`src/rtl/shift_cmd_queue.sv`:
```
// Command FIFO feeding an external combinational shifter, with a registered
// result stage and ready/valid handshakes on both sides.
module shift_cmd_queue #(
  parameter int DATA_WIDTH  = 8,
  parameter int SHAMT_WIDTH = 3,
  parameter int DEPTH       = 4
) (
  input  logic                     clk,
  input  logic                     rst_n,
  input  logic                     in_valid,
  output logic                     in_ready,
  input  logic [DATA_WIDTH-1:0]    in_data,
  input  logic [SHAMT_WIDTH-1:0]   in_shamt,
  input  logic                     in_lr,
  input  logic                     in_al,
  output logic [DATA_WIDTH-1:0]    sh_data,
  output logic [SHAMT_WIDTH-1:0]   sh_shamt,
  output logic                     sh_lr,
  output logic                     sh_al,
  input  logic [DATA_WIDTH-1:0]    sh_result,
  output logic                     out_valid,
  input  logic                     out_ready,
  output logic [DATA_WIDTH-1:0]    out_data,
  output logic [$clog2(DEPTH):0]   level,
  output logic [7:0]               done_cnt
);

  localparam int PW = $clog2(DEPTH);
  localparam int LW = PW + 1;

  typedef struct packed {
    logic [DATA_WIDTH-1:0]  data;
    logic [SHAMT_WIDTH-1:0] shamt;
    logic                   lr;
    logic                   al;
  } cmd_t;

  cmd_t          mem [DEPTH];
  cmd_t          in_cmd, head_cmd;
  logic [PW-1:0] head, tail;
  logic          push, pop;

  assign in_cmd   = '{data: in_data, shamt: in_shamt, lr: in_lr, al: in_al};
  // in_ready looks only at occupancy so a full queue never relies on a same-cycle pop
  assign in_ready = (level != LW'(DEPTH));
  assign push     = in_valid && in_ready;
  assign pop      = (level != '0) && (!out_valid || out_ready);

  always_comb begin
    head_cmd = '0;
    if (level != '0) head_cmd = mem[head];
  end

  assign sh_data  = head_cmd.data;
  assign sh_shamt = head_cmd.shamt;
  assign sh_lr    = head_cmd.lr;
  assign sh_al    = head_cmd.al;

  always_ff @(posedge clk) begin
    if (rst_n && push) mem[tail] <= in_cmd;
  end

  always_ff @(posedge clk) begin
    if (!rst_n) begin
      head      <= '0;
      tail      <= '0;
      level     <= '0;
      out_valid <= 1'b0;
      out_data  <= '0;
      done_cnt  <= '0;
    end else begin
      if (push) tail <= tail + PW'(1);
      if (pop)  head <= head + PW'(1);
      case ({push, pop})
        2'b10:   level <= level + LW'(1);
        2'b01:   level <= level - LW'(1);
        default: level <= level;
      endcase
      if (pop) begin
        out_data  <= sh_result;
        out_valid <= 1'b1;
      end else if (out_ready) begin
        out_valid <= 1'b0;
      end
      if (out_valid && out_ready) done_cnt <= done_cnt + 8'd1;
    end
  end

endmodule

```
`config.mk`:
```
export PLATFORM = sky130hd
export DESIGN_NAME = shift_cmd_queue
export DESIGN_NICKNAME = d
export VERILOG_FILES = /design/src/rtl/shift_cmd_queue.sv
export SDC_FILE = /design/constraint.sdc
export NUM_CORES = 1
export LEC_CHECK = 0
export ABC_AREA = 1
export ABC_CLOCK_PERIOD_IN_PS = 2100
export CAP_MARGIN = 10
export CORE_AREA = 5 5 106 108
export CTS_CLUSTER_SIZE = 30
export DETAILED_ROUTE_END_ITERATION = 7
export DIE_AREA = 0 0 111 113
export DONT_BUFFER_PORTS = 1
export PLACE_DENSITY = 0.43
export SYNTH_ARGS = -nofsm -noshare
export SYNTH_HDL_FRONTEND = slang
export SYNTH_SLANG_ARGS = --single-unit
```
`constraint.sdc`:
```
create_clock -name clk -period 2.1 [get_ports clk]
set_clock_uncertainty 0.1 [all_clocks]
set_input_delay 0.105 -clock clk [delete_from_list [all_inputs] [get_ports clk]]
set_output_delay 0.105 -clock clk [all_outputs]
set_load 0.1 [all_outputs]
```
* Word-level counts from Yosys, hierarchy flattened
Memories as Yosys holds them, arrays and structs flattened. A register that Yosys moved wholly into a read port is not among the register bits.
Index checks and enable logic that the tools add are counted.
W data, S select, Z words.
** Word-level totals
- Output and inout bits :: 34
- Input bits :: 25
- Memories :: 1
- Latch bits :: 0
- Bits in writable memories :: 52
- Logic and storage cells :: 32
- Register bits after elaboration :: 24
- ROM bits :: 0
** Operators by class
- Shifts and indexed selects :: 0
- Eq/ne operators :: 3
- Order comparisons :: 0
- Muxes and demuxes :: 8
- Reductions and logical operators :: 9
- Div/mod/pow operators :: 0
- Bitwise logic cells :: 0
- $mul :: 0
- Add/sub/neg operators :: 5
** Memory list
- mem :: depth 4, width 13, read ports 1, clocked after memory_dff 1, wr ports 1, RTL line 38 : cmd_t mem [DEPTH];
** Operators by type and width (count)
- $mux W13 :: 1
- $add A8 B1 Y8 const B :: 1
- $pmux W3 S2 :: 1
- $add A2 B1 Y2 const B :: 2
- $logic_and A1 B1 Y1 :: 4
- $mux W1 :: 4
- $mux W2 :: 2
- $reduce_bool A2 Y1 :: 2
- $add A3 B1 Y3 const B :: 1
- $ne A3 B3 Y1 const B :: 1
- $reduce_bool A3 Y1 :: 1
- $sub A3 B1 Y3 const B :: 1
- $eq A2 B1 Y1 const B :: 1
- $eq A2 B2 Y1 const B :: 1
- $logic_not A1 Y1 :: 1
- $logic_or A1 B1 Y1 :: 1

* Longest topological paths before layout
- Depth after elaboration :: 5
- Depth in mapped cells :: 13
- Gate-level depth less buffers :: 13

* Worst setup path after synthesis
OpenSTA, ideal clock, no wires.
- Path kind :: reg-to-output
- Start point :: reg level[2]
- End point :: out sh_data[0]
- Arrival time :: 2.923 ns
- Data required time :: 1.895 ns
- Buffers on the path :: 1
- Stages on the path, launching flop included :: 6
- Slack :: -1.028 ns
- Cell sequence :: dfxtp_1 inv_2 nand2_2 inv_1 buf_4 a21oi_1
** On the way
- Longest elaborated chain between the ends :: 2
** RTL lines
- from (decl) :: RTL line 24 : output logic [$clog2(DEPTH):0] level,
- from (signal assigned) :: RTL line 75 : 2'b10: level <= level + LW'(1);
- from (signal assigned) :: RTL line 76 : 2'b01: level <= level - LW'(1);
- from (signal assigned) :: RTL line 77 : default: level <= level;
- $reduce_bool A3 Y1 :: RTL line 51 : if (level != '0) head_cmd = mem[head];
- $mux W13 :: RTL line 51
- to (decl) :: RTL line 16 : output logic [DATA_WIDTH-1:0] sh_data,
Every way passes these cells.

==> results.json <==
{
  "insertion_delay_ns": 0.34,
  "whs_path_depth": 3,
  "critPathSlowestCell": "dfxtp_2",
  "antenna_left": 0,
  "r2r_cells": 11,
  "drive_gt1_frac": 0.233,
  "regToRegEndpoint": "level[2]$_SDFFE_PN0P_",
  "rsz0062_at_grt": "no",
  "yosysUniqueCellTypes": 25,
  "drt_drc_violations_left": 0,
  "period_needed_ns": 1.88,
  "cts_tree": "built",
  "clk_pin_slew_worst_paths_ns": 0.07,
  "dp_hpwl_um": 4770,
  "yosysMostFrequentCell": "nor2_1",
  "ios": 59,
  "tns_ns": 0,
  "seq_area_frac_synth": 0.635,
  "drt-total-wl_um": 7150,
  "final_max_slew_viol_count": 0,
  "fp.coreArea_um2": 10100,
  "synth_edf_count": 52,
  "min_from": "rst_n",
  "synth_common_cells": "nor2_1, edfxtp_1, inv_1, nand2_1, o21ai_1",
  "worst_setup_path_end_kind": "output port",
  "fmax_ghz": 0.533,
  "syn_area_um2": 3280,
  "min-delay-path-class": "in2reg",
  "crit_chain": "buf_4, nor2_1, nor2_1, o21ai_1, a21oi_4, buf_12",
  "synth_ff_type": "edfxtp_1",
  "gp_congestion": 0.732,
  "num_vias": 2347,
  "timing.rr.start": "level[0]$_SDFFE_PN0P_",
  "use_met1": 0.133,
  "fp-row-count": 37,
  "grt_start_max_net_pins": 27,
  "startpoint_type": "flip-flop",
  "critPathMaxFanout": 11,
  "dr.pass1.iters": 4,
  "post-synth-top-area-cell": "edfxtp_1",
  "setup_violations": 0,
  "via_per_inst": 4.35,
  "gr-usage-met2": 0.219,
  "r2r_slack_ns": 0.31,
  "netlist.area_leader.share": 0.476,
  "path_common_cell": "nor2_1",
  "syn_area_per_cell_um2": 10.0,
  "hold_end": "mem[0][9]$_DFFE_PP_",
  "worst_slew_pin_slew_ns": 0.864,
  "start_util": 0.323,
  "layout.nets": 430,
  "die_h_um": 113,
  "max-cap-violations": 0,
  "syn2layout_area_growth_pct": 37.0,
  "grt_antenna_before_repair": 0,
  "post_cts_buffers": 0,
  "worstPathRequired_ns": 1.89,
  "cts_num_sinks": 78,
  "grt_first_pass_wirelength_um": 12200,
  "ys_seq_elements": 78,
  "ys_warn_count": 0,
  "crit_path_max_incr_delay_ns": 0.49,
  "arrival_ns": 1.67,
  "fin_crit_sh": 0.893,
  "die_w_um": 111,
  "path_class": "reg2out",
  "port_buffers": 0,
  "synth.area.top_cells": "edfxtp_1, dfxtp_1, nor2_1",
  "grt.total_usage": 0.122,
  "drt-initial-drc-count": 35,
  "die_area_um2": 12500,
  "root_buffer": "clkbuf_8",
  "finalHoldViolCount": 0,
  "cts_buffers": 9,
  "use_met3": 0.0433,
  "clock_path_buffers": 2,
  "top_usage_layer": "met2",
  "wl_per_cell_um": 13.3,
  "async_flop_share": 0,
  "htree_levels": 3,
  "syn_nets": 359,
  "grt_overflow": 0,
  "maxSlewHeadroom": 0.422,
  "antennaDiodeCount": 0,
  "postSynthCellCount": 327,
  "status": "completed",
  "grt_pass1_vias": 2579
}
-- layout make-up --
class,count,area [um2]
fillers,968,5650
flip-flops and latches,78,2100
multi-input cells,205,1110
repair buffers,71,771
well taps,136,170
clock buffers,12,155
inverters,33,126
clock inverters,4,68.8
-- metrics by stage --
| stage | cell area (um2) | instances | hold WS [ns] | utilization | setup WS, ns |
|---|---|---|---|---|---|
| floorplan | 3420 | 327 | 0.104 | - | 0.122 |
| global placement | 4020 | 498 | 0.104 | 0.396 | 0.368 |
| detailed placement | 4020 | 498 | 0.104 | 0.396 | 0.331 |
| CTS | 4490 | 539 | 0.197 | 0.443 | 0.182 |
| global route | 4490 | 539 | 0.218 | 0.443 | 0.0809 |
| finish | 4490 | 539 | 0.206 | 0.443 | 0.224 |
-- worst max-delay path, delay by kind of cell, from the launching register on --
kind                   cells  cell delay (ns)
flip-flops                 1             0.49
AO/OA/AOI/OAI              2             0.31
buffers and inverters      2             0.39
AND/OR/NAND/NOR            2             0.14
-- per-layer routing --
metal,part of all wire,vias to the layer above
li1,-,1220
met1,0.41,1052
met2,0.50,62
met3,0.067,13
met4,0.018,0
met5,0,-
-- layout by cell type, fill, tap and decap left out, types with 5 or more instances in the layout --
cell           instances
a21oi_1                7
a21oi_4               10
buf_12                14
buf_4                 32
clkbuf_8              11
dfxtp_1               21
dlygate4sd3_1         25
edfxtp_1              52
ha_1                   6
inv_1                 29
nand2_1               29
nand2_2                5
nand3_1                8
nor2_1                90
o21ai_0                9
o21ai_1               28
-- cells by family after synthesis --
kind of cell | count (synthesis) | share of synthesized area
compound gates | 60 | 0.0965
flops | 78 | 0.635
buf+inv | 44 | 0.0656
simple gates | 138 | 0.174
fa+ha+maj | 7 | 0.0290
-- flip-flops by register name, indices dropped and copies added, names as in the netlist, named ones only --
name / cells
out_data: 8
mem: 52
level: 3
tail: 2
done_cnt: 8
out_valid: 1
head: 2
-- what timing repair did --
| action | 4_1_cts | 5_1_grt |
|---|---|---|
| hold buffers | 25 | 0 |
| endpoints found under the hold margin | 78 | 0 |
| resized for setup | 1 | 0 |
| setup endpoints to repair | 3 | 0 |
-- how the worst max path moves through the flow --
stage	from	end	cells past startpoint
after global routing	flip-flop	sh_shamt[2]	6
final	flip-flop	sh_data[4]	6
after CTS	flip-flop	sh_data[4]	6
after global placement	level[0]$_SDFFE_PN0P_	level[2]$_SDFFE_PN0P_	12
after detailed placement	level[0]$_SDFFE_PN0P_	level[2]$_SDFFE_PN0P_	12
after floorplan	level[0]$_SDFFE_PN0P_	mem[0][0]$_DFFE_PP_	4
Power is left out: the tool's default activity adds up to more than one toggle a clock period on the data nets, which glitch-free logic cannot reach.
